### src/rtl/breg_cycle_seq.sv
// Register-space bus cycle sequencer: latches address/direction, drives timed
// active-low register/FIFO strobes, then answers with DTACK_n or BERR_n.
`timescale 1ns/1ps

module breg_cycle_seq #(
   parameter int unsigned SETUP_CYCLES   = 2,
   parameter int unsigned STROBE_CYCLES  = 3,
   parameter int unsigned TIMEOUT_CYCLES = 64
) (
   input  logic        CCLK,
   input  logic        RESET,
   input  logic        SBSELECT,
   input  logic        SBREAD_n,
   input  logic        REGSPACE,
   input  logic [8:0]  A,
   output logic [15:0] REG_RD_n,
   output logic [15:0] REG_WR_n,
   output logic        FIFOREG_RD_n,
   output logic        FIFOREG_WR_n,
   output logic        DTACK_n,
   output logic        BERR_n,
   output logic        BUSY
);

   typedef enum logic [2:0] {
      S_IDLE, S_SETUP, S_STROBE, S_ACK, S_WAITTO, S_BERR, S_RELEASE
   } state_e;

   // Counters load N (setup) or N-1 (strobe, timeout) and advance on zero,
   // which lines the strobe and acknowledge up with the bus latency figures.
   localparam logic [7:0] SETUP_LD   = 8'(SETUP_CYCLES);
   localparam logic [7:0] STROBE_LD  = 8'(STROBE_CYCLES - 1);
   localparam logic [7:0] TIMEOUT_LD = 8'(TIMEOUT_CYCLES - 1);

   state_e      state_q, state_d;
   logic [7:0]  cnt_q, cnt_d;
   logic [8:0]  la_q, la_d;
   logic        read_q, read_d;
   logic        abort_q, abort_d;
   logic        armed_q, armed_d;
   logic [15:0] reg_rd_n_q, reg_rd_n_d;
   logic [15:0] reg_wr_n_q, reg_wr_n_d;
   logic        fifo_rd_n_q, fifo_rd_n_d;
   logic        fifo_wr_n_q, fifo_wr_n_d;
   logic        dtack_n_q, dtack_n_d;
   logic        berr_n_q, berr_n_d;
   logic        busy_q, busy_d;

   logic        reg_hit;
   logic        fifo_hit;
   logic [15:0] reg_sel;

   // la_q holds A[10:2], so LA[10:6] is la_q[8:4] and LA[5:2] is la_q[3:0].
   assign reg_hit  = (la_q[8:4] == 5'b00000);
   assign fifo_hit = (la_q[8:4] == 5'b00001) && (la_q[3:2] == 2'b11);
   assign reg_sel  = 16'h0001 << la_q[3:0];

   always_comb begin
      // NOTE: every signal assigned here gets a default first so no path leaves it unassigned and infers a latch.
      state_d     = state_q;
      cnt_d       = cnt_q;
      la_d        = la_q;
      read_d      = read_q;
      abort_d     = abort_q;
      armed_d     = armed_q | ~SBSELECT;
      reg_rd_n_d  = '1;
      reg_wr_n_d  = '1;
      fifo_rd_n_d = 1'b1;
      fifo_wr_n_d = 1'b1;
      dtack_n_d   = 1'b1;
      berr_n_d    = 1'b1;

      case (state_q)
         S_IDLE: begin
            if (SBSELECT && REGSPACE && armed_q) begin
               la_d    = A;
               read_d  = ~SBREAD_n;
               cnt_d   = SETUP_LD;
               armed_d = 1'b0;
               state_d = S_SETUP;
            end
         end
         S_SETUP: begin
            if (!SBSELECT) begin
               state_d = S_IDLE;
            end else if (cnt_q == 8'd0) begin
               abort_d = 1'b0;
               if (reg_hit || fifo_hit) begin
                  state_d = S_STROBE;
                  cnt_d   = STROBE_LD;
                  if (reg_hit) begin
                     if (read_q) reg_rd_n_d = ~reg_sel;
                     else        reg_wr_n_d = ~reg_sel;
                  end else begin
                     if (read_q) fifo_rd_n_d = 1'b0;
                     else        fifo_wr_n_d = 1'b0;
                  end
               end else begin
                  state_d = S_WAITTO;
                  cnt_d   = TIMEOUT_LD;
               end
            end else begin
               cnt_d = cnt_q - 8'd1;
            end
         end
         S_STROBE: begin
            abort_d = abort_q | ~SBSELECT;
            if (cnt_q == 8'd0) begin
               if (abort_q || !SBSELECT) begin
                  state_d = S_RELEASE;
               end else begin
                  state_d   = S_ACK;
                  dtack_n_d = 1'b0;
               end
            end else begin
               cnt_d       = cnt_q - 8'd1;
               reg_rd_n_d  = reg_rd_n_q;
               reg_wr_n_d  = reg_wr_n_q;
               fifo_rd_n_d = fifo_rd_n_q;
               fifo_wr_n_d = fifo_wr_n_q;
            end
         end
         S_ACK: begin
            if (!SBSELECT) state_d = S_RELEASE;
            else           dtack_n_d = 1'b0;
         end
         S_WAITTO: begin
            if (!SBSELECT) begin
               state_d = S_IDLE;
            end else if (cnt_q == 8'd0) begin
               state_d  = S_BERR;
               berr_n_d = 1'b0;
            end else begin
               cnt_d = cnt_q - 8'd1;
            end
         end
         S_BERR: begin
            if (!SBSELECT) state_d = S_RELEASE;
            else           berr_n_d = 1'b0;
         end
         S_RELEASE: state_d = S_IDLE;
         default:   state_d = S_IDLE;
      endcase

      busy_d = (state_d != S_IDLE);
   end

   always_ff @(posedge CCLK) begin
      // NOTE: state uses non-blocking assignments so every flop samples pre-edge values, independent of statement order.
      if (RESET) begin
         state_q     <= S_IDLE;
         cnt_q       <= '0;
         la_q        <= '0;
         read_q      <= 1'b0;
         abort_q     <= 1'b0;
         armed_q     <= 1'b0;
         reg_rd_n_q  <= '1;
         reg_wr_n_q  <= '1;
         fifo_rd_n_q <= 1'b1;
         fifo_wr_n_q <= 1'b1;
         dtack_n_q   <= 1'b1;
         berr_n_q    <= 1'b1;
         busy_q      <= 1'b0;
      end else begin
         state_q     <= state_d;
         cnt_q       <= cnt_d;
         la_q        <= la_d;
         read_q      <= read_d;
         abort_q     <= abort_d;
         armed_q     <= armed_d;
         reg_rd_n_q  <= reg_rd_n_d;
         reg_wr_n_q  <= reg_wr_n_d;
         fifo_rd_n_q <= fifo_rd_n_d;
         fifo_wr_n_q <= fifo_wr_n_d;
         dtack_n_q   <= dtack_n_d;
         berr_n_q    <= berr_n_d;
         busy_q      <= busy_d;
      end
   end

   assign REG_RD_n     = reg_rd_n_q;
   assign REG_WR_n     = reg_wr_n_q;
   assign FIFOREG_RD_n = fifo_rd_n_q;
   assign FIFOREG_WR_n = fifo_wr_n_q;
   assign DTACK_n      = dtack_n_q;
   assign BERR_n       = berr_n_q;
   assign BUSY         = busy_q;

endmodule

### config.mk
export PLATFORM = sky130hd
export DESIGN_NAME = breg_cycle_seq
export DESIGN_NICKNAME = d
export VERILOG_FILES = /design/src/rtl/breg_cycle_seq.sv
export SDC_FILE = /design/constraint.sdc
export NUM_CORES = 1
export LEC_CHECK = 0
export CELL_PAD_IN_SITES_DETAIL_PLACEMENT = 0
export CELL_PAD_IN_SITES_GLOBAL_PLACEMENT = 1
export CORE_MARGIN = 2
export CORE_UTILIZATION = 30
export CTS_CLUSTER_DIAMETER = 30
export CTS_CLUSTER_SIZE = 10
export DETAILED_ROUTE_END_ITERATION = 8
export PLACE_DENSITY = 0.75
export SYNTH_ARGS = -nofsm -noshare
export SYNTH_HDL_FRONTEND = slang
export SYNTH_SLANG_ARGS = --single-unit
### constraint.sdc
create_clock -name CCLK -period 4.33 [get_ports CCLK]
set_clock_uncertainty 0.15 [all_clocks]
set_input_delay 1.299 -clock CCLK [delete_from_list [all_inputs] [get_ports CCLK]]
set_output_delay 1.299 -clock CCLK [all_outputs]
set_load 0.01 [all_outputs]
### Yosys cells after proc, flatten, opt, wreduce, memory -nomap -nowiden

Cells that the tools add are included.

| storage, ports and cells | value |
|---|---|
| flip-flop bits (word level) | 60 |
| output and inout port bits | 37 |
| bits of input ports | 14 |

| cells by class | value |
|---|---|
| add/subtract/negate cells | 1 |
| eq/ne operators | 12 |
| mux-type cells | 55 |
| shift operators | 1 |
| reduce and logical (&&, ||, !) cells | 16 |
| bitwise logic cells | 5 |

Operators by type and width:

| cell | count |
|---|---|
| $mux W16 | 11 |
| $pmux W16 S2 | 2 |
| $mux W8 | 5 |
| $pmux W8 S4 | 1 |
| $mux W3 | 9 |
| $mux W1 | 20 |
| $not A16 Y16 | 1 |
| $shl A1 B4 Y16 const A | 1 |
| $pmux W3 S5 | 1 |
| $ne A2 B2 Y1 const B | 5 |
| $pmux W1 S2 | 5 |
| $logic_not A8 Y1 | 1 |
| $sub A8 B1 Y8 const B | 1 |
| $eq A3 B2 Y1 const B | 2 |
| $eq A3 B3 Y1 const B | 2 |
| $mux W6 | 1 |
| $eq A5 B1 Y1 const B | 1 |
| $logic_not A5 Y1 | 1 |
| $reduce_and A4 Y1 | 1 |
| $reduce_bool A4 Y1 | 1 |
| $eq A3 B1 Y1 const B | 1 |
| $logic_and A1 B1 Y1 | 3 |
| $logic_not A3 Y1 | 1 |
| $reduce_and A3 Y1 | 1 |
| other kinds (9) | 12 |

### Longest topological paths before layout

| depth | value |
|---|---|
| word-level depth | 8 |
| depth in mapped cells | 9 |
| depth with buffers taken out | 7 |

### Worst setup path before layout

OpenSTA, ideal clock, no wires.

| path | value |
|---|---|
| path kind | input to register |
| start point | input SBSELECT |
| end point | register reg_wr_n_q[10], in the netlist REG_WR_n[10] |
| path slack | 1.446 ns |
| library setup time | 0.132 ns |
| path buffers | 1 |
| data required time | 4.048 ns |
| arrival | 2.602 ns |
| cell stages on the path | 6 |
| cell sequence | clkbuf_1 > inv_1 > nor3_1 > nand2_1 > nor3b_2 > a21oi_1 |

| between the ends | value |
|---|---|
| cells in the longest elaborated chain, start to end | 2 |

RTL lines:

| element | RTL line | source |
|---|---|---|
| start: declaration | 12 | `input logic SBSELECT,` |
| $mux W16 | 84 | `if (!SBSELECT) begin` |
| $pmux W16 S2 | 73 | `case (state_q)` |
| end signal: assignment | 172 | `reg_wr_n_q <= reg_wr_n_d;` |
| end: declaration | 42 | `logic [15:0] reg_wr_n_q, reg_wr_n_d;` |

Every way passes these cells.
A chain may end at the register's enable or synchronous reset.

### Worst setup path after layout

| path | value |
|---|---|
| start point | input SBSELECT |
| end point | register reg_wr_n_q[14], in the netlist REG_WR_n[14] |

Same word-level chain as after synthesis.

==> run_summary.xml <==
<?xml version="1.0" encoding="UTF-8"?>
<metrics>
  <group name="cts">
    <metric name="tritoncts" unit="">yes</metric>
    <metric name="cts_root_buf" unit="">sky130_fd_sc_hd__clkbuf_8</metric>
    <metric name="htreeDepth" unit="">3</metric>
    <metric name="buffer_depth_of_the_longest_clock_path" unit="">2</metric>
    <metric name="numCtsBuffers" unit="">9</metric>
    <metric name="postCtsSetupRepairBufs" unit="">0</metric>
    <metric name="worst_setup_hold_path_clk_slew" unit="ps">70</metric>
    <metric name="insertion_delay" unit="ps">340</metric>
    <metric name="post_cts_repair_resize_count" unit="">0</metric>
    <metric name="holdBufCountCts" unit="">0</metric>
    <metric name="clock-sinks" unit="">60</metric>
  </group>
  <group name="die">
    <metric name="die_height" unit="um">95.1</metric>
    <metric name="die_w" unit="um">95.1</metric>
    <metric name="coreArea" unit="sq mm">0.00813</metric>
    <metric name="start_util" unit="%">30.6</metric>
    <metric name="io_pins" unit="">51</metric>
    <metric name="floorplan.rows" unit="">33</metric>
    <metric name="die_area" unit="sq mm">0.00905</metric>
  </group>
  <group name="worst_setup_path">
    <metric name="critical_path_maximum_fanout" unit="">9</metric>
    <metric name="criticalPathCategory" unit="">in -&gt; reg</metric>
    <metric name="cp_slowest_cell" unit="">sky130_fd_sc_hd__clkdlybuf4s50_1</metric>
    <metric name="critical_path.startpoint_type" unit="">input port</metric>
    <metric name="timing.reg2reg.worst_path_depth" unit="">7</metric>
    <metric name="slowest_delay" unit="ps">630</metric>
    <metric name="critPathLaunch" unit="">SBSELECT</metric>
    <metric name="crit_path_cell_trace" unit="">clkdlybuf4s50_1 -&gt; inv_1 -&gt; nor3_1 -&gt; nand2_1 -&gt; nor3b_2 -&gt; a21oi_1</metric>
    <metric name="cp_data_arrival_time" unit="ps">3430</metric>
    <metric name="crit_path_end_kind" unit="">register</metric>
    <metric name="crit_required" unit="ps">4390</metric>
    <metric name="rr_startpoint" unit="">cnt_q[0]$_SDFFE_PP0P_</metric>
  </group>
  <group name="route">
    <metric name="routed_via_density" unit="">4.95</metric>
    <metric name="drtIter0Drc" unit="">71</metric>
    <metric name="drtAntennaViolNets" unit="">0</metric>
    <metric name="drcViolationCount" unit="">0</metric>
    <metric name="vias" unit="">2237</metric>
    <metric name="wl" unit="mm">6.16</metric>
    <metric name="avgRoutedWirePerCell" unit="um">13.6</metric>
    <metric name="first_pass_iters" unit="">4</metric>
  </group>
  <group name="min_path">
    <metric name="hold_depth" unit="">1</metric>
    <metric name="min_path_type" unit="">reg -&gt; reg</metric>
    <metric name="worst_hold_start" unit="">REG_RD_n[8]$_SDFFE_PP1P_</metric>
  </group>
  <group name="logic_synthesis">
    <metric name="netlist_top_cells_area" unit="">sky130_fd_sc_hd__dfxtp_1 48%, sky130_fd_sc_hd__nor2_1 9.6%, sky130_fd_sc_hd__a21oi_1 6.6%</metric>
    <metric name="synthSimpleGateAreaFrac" unit="%">24.5</metric>
    <metric name="synth_top_area_cell" unit="">sky130_fd_sc_hd__dfxtp_1</metric>
    <metric name="syn_avg_cell_area" unit="sq um">8.56</metric>
    <metric name="synth-seq-area-share" unit="%">48.2</metric>
    <metric name="synth-xor-area-share" unit="%">0</metric>
    <metric name="synth_fa_ha_area_share" unit="%">0.502</metric>
    <metric name="synth-async-reset-ratio" unit="%">0</metric>
    <metric name="ys_seq_elements" unit="">60</metric>
    <metric name="syn-num-nets" unit="">306</metric>
    <metric name="synth-edff-count" unit="">0</metric>
    <metric name="dominant_combinational_cell_family_by_area_after_synthesis" unit="">simple AND/OR/NAND/NOR gates</metric>
    <metric name="synthTopCellsByCount" unit="">64 x sky130_fd_sc_hd__nor2_1, 60 x sky130_fd_sc_hd__dfxtp_1, 33 x sky130_fd_sc_hd__a21oi_1</metric>
    <metric name="mappedNetlistArea" unit="sq mm">0.00249</metric>
    <metric name="post_synth_num_cell_types" unit="">46</metric>
    <metric name="synth_compound_gate_area_share" unit="%">18.4</metric>
    <metric name="netlist_instances" unit="">291</metric>
    <metric name="netlist.area_leader.share" unit="%">48.2</metric>
    <metric name="synth.yosys.warnings" unit="">0</metric>
    <metric name="ys.flop_type" unit="">sky130_fd_sc_hd__dfxtp_1</metric>
    <metric name="synth_mux_area_share" unit="%">4.07</metric>
    <metric name="synthMostInstantiatedCell" unit="">sky130_fd_sc_hd__nor2_1</metric>
  </group>
  <group name="grt">
    <metric name="grt_pass1_vias" unit="">2046</metric>
    <metric name="grt_max_degree" unit="">33</metric>
    <metric name="global_router_s_overall_resource_usage" unit="%">14.5</metric>
    <metric name="grt_antenna_before_repair" unit="">0</metric>
    <metric name="global_route.overflow_total" unit="">0</metric>
    <metric name="first_pass_grt_wire_length" unit="mm">10.1</metric>
  </group>
  <group name="final_layout">
    <metric name="antenna_cells" unit="">0</metric>
    <metric name="final.fill_count" unit="">827</metric>
    <metric name="post-route-util" unit="%">40.4</metric>
    <metric name="num-nets-final" unit="">357</metric>
    <metric name="drive_gt1_share" unit="%">8.07</metric>
    <metric name="instances_no_fill" unit="">452</metric>
    <metric name="area_growth_syn_to_layout" unit="%">31.8</metric>
  </group>
  <group name="placement">
    <metric name="dpl.cell_count" unit="">436</metric>
    <metric name="finalWeightedCongestion" unit="">0.836</metric>
    <metric name="post-place-ws" unit="ps">606</metric>
    <metric name="detailedPlacementHpwl" unit="mm">4.48</metric>
    <metric name="io_buffers" unit="">50</metric>
  </group>
  <group name="outcome">
    <metric name="result_of_the_run" unit="">complete, no violations</metric>
  </group>
  <group name="sta">
    <metric name="slew_headroom" unit="%">26.1</metric>
    <metric name="timing.final.max_slew_violations" unit="">0</metric>
    <metric name="timing_worst_slew_pin_value" unit="ps">1110</metric>
    <metric name="timing.final.hold_violations" unit="">0</metric>
    <metric name="final.setup.worst_slack" unit="ps">958</metric>
    <metric name="min_period" unit="ps">3370</metric>
    <metric name="unrepaired_setup_endpoints_after_global_routing" unit="">false</metric>
    <metric name="fmax" unit="MHz">297</metric>
    <metric name="setup_viol" unit="">0</metric>
    <metric name="final_critical_path_share_of_the_clock_period" unit="%">77.9</metric>
    <metric name="fin_setup_tns" unit="ps">0</metric>
  </group>
  <group name="power_and_ir_drop">
    <metric name="standby_leakage_power" unit="nW">1.15</metric>
    <metric name="max-vdd-ir-drop" unit="uV">158</metric>
    <metric name="total_power" unit="mW">1.16</metric>
    <metric name="power_density_cells" unit="mW/mm^2">354</metric>
  </group>
  <group name="run">
    <metric name="maxCapViolations" unit="">0</metric>
  </group>
</metrics>
## per-layer routing
metal / share of wire, % / global-route usage [%]
met1: 49 / 19.4
met2: 43 / 21.7
met3: 6.5 / 4.98
met4: 1.7 / 5.19
met5: 0 / 0
## state kept, by name, summed over array words and instances, names as in the netlist
register      flops
la_q              9
read_q            1
FIFOREG_WR_n      1
state_q           3
FIFOREG_RD_n      1
abort_q           1
BUSY              1
cnt_q             8
REG_RD_n         16
REG_WR_n         16
BERR_n            1
DTACK_n           1
armed_q           1
## path summary, 6_finish.rpt
kind | slack (ps) | end
setup reg to reg | 1290 | REG_WR_n[6]$_SDFFE_PP1P_
hold / removal | 340 | REG_RD_n[8]$_SDFFE_PP1P_
hold reg to reg | 340 | REG_RD_n[8]$_SDFFE_PP1P_
setup / recovery | 960 | REG_WR_n[14]$_SDFFE_PP1P_
## cells by family (layout without fill, tap and decap cells)
kind of cell             Yosys count  count (layout)
adder cells (fa/ha/maj)            1               1
flip-flops                        60              60
AO/OA/AOI/OAI                     72              72
AND/OR/NAND/NOR                  123             123
buffers and inverters             25              81
multiplexers                      10              10
## area by class of cell
type	instances	area [sq um]	area share [%]
clock buffer	9	124	3.77
clock inverter	7	76.3	2.32
inverter	12	45.0	1.37
multi-input combinational	206	1180	36.0
sequential	60	1200	36.6
tap	105	131	4.00
timing repair buffer	53	523	15.9
## where the power goes
group	leakage, nW	total (mW)	internal (mW)	switching [mW]
Clock	0.0958	0.512	0.268	0.243
Combinational	0.573	0.0869	0.0392	0.0477
Sequential	0.486	0.564	0.557	0.00689
Total	1.15	1.16	0.865	0.298
## worst max-delay path: cells and delay by family
| kind | cells | cell delay (ps) |
|---|---|---|
| compound gates | 1 | 140 |
| simple gates | 3 | 1200 |
| buf+inv | 2 | 770 |
## placed cells by master, fill, tap and decap left out, types with 3 or more instances in the layout
cell type / synthesis / layout
sky130_fd_sc_hd__nor2b_1: 3 / 3
sky130_fd_sc_hd__a22o_1: 4 / 4
sky130_fd_sc_hd__or3_1: 8 / 8
sky130_fd_sc_hd__a21oi_1: 33 / 33
sky130_fd_sc_hd__o22ai_1: 6 / 6
sky130_fd_sc_hd__or4_1: 3 / 3
sky130_fd_sc_hd__mux2i_1: 9 / 9
sky130_fd_sc_hd__o22a_1: 4 / 4
sky130_fd_sc_hd__buf_4: 3 / 3
sky130_fd_sc_hd__clkdlybuf4s50_1: 0 / 50
sky130_fd_sc_hd__nand2b_1: 4 / 4
sky130_fd_sc_hd__clkbuf_8: 0 / 9
sky130_fd_sc_hd__inv_1: 12 / 12
sky130_fd_sc_hd__a31oi_1: 3 / 3
sky130_fd_sc_hd__nor3b_1: 3 / 3
sky130_fd_sc_hd__dfxtp_1: 60 / 60
sky130_fd_sc_hd__o32ai_1: 3 / 3
sky130_fd_sc_hd__nor3_1: 9 / 9
sky130_fd_sc_hd__o21ai_0: 5 / 5
sky130_fd_sc_hd__o211ai_1: 3 / 3
sky130_fd_sc_hd__nor2_1: 64 / 64
sky130_fd_sc_hd__nand2_1: 11 / 11
## stage by stage
stage                     hold WS, ps  area [sq um]
after global placement            318          3080
after global routing              364          3280
after CTS                         343          3280
final                             338          3280
after floorplan                   301          2490
after detailed placement          325          3080
Power figures use the tool's default switching activity.
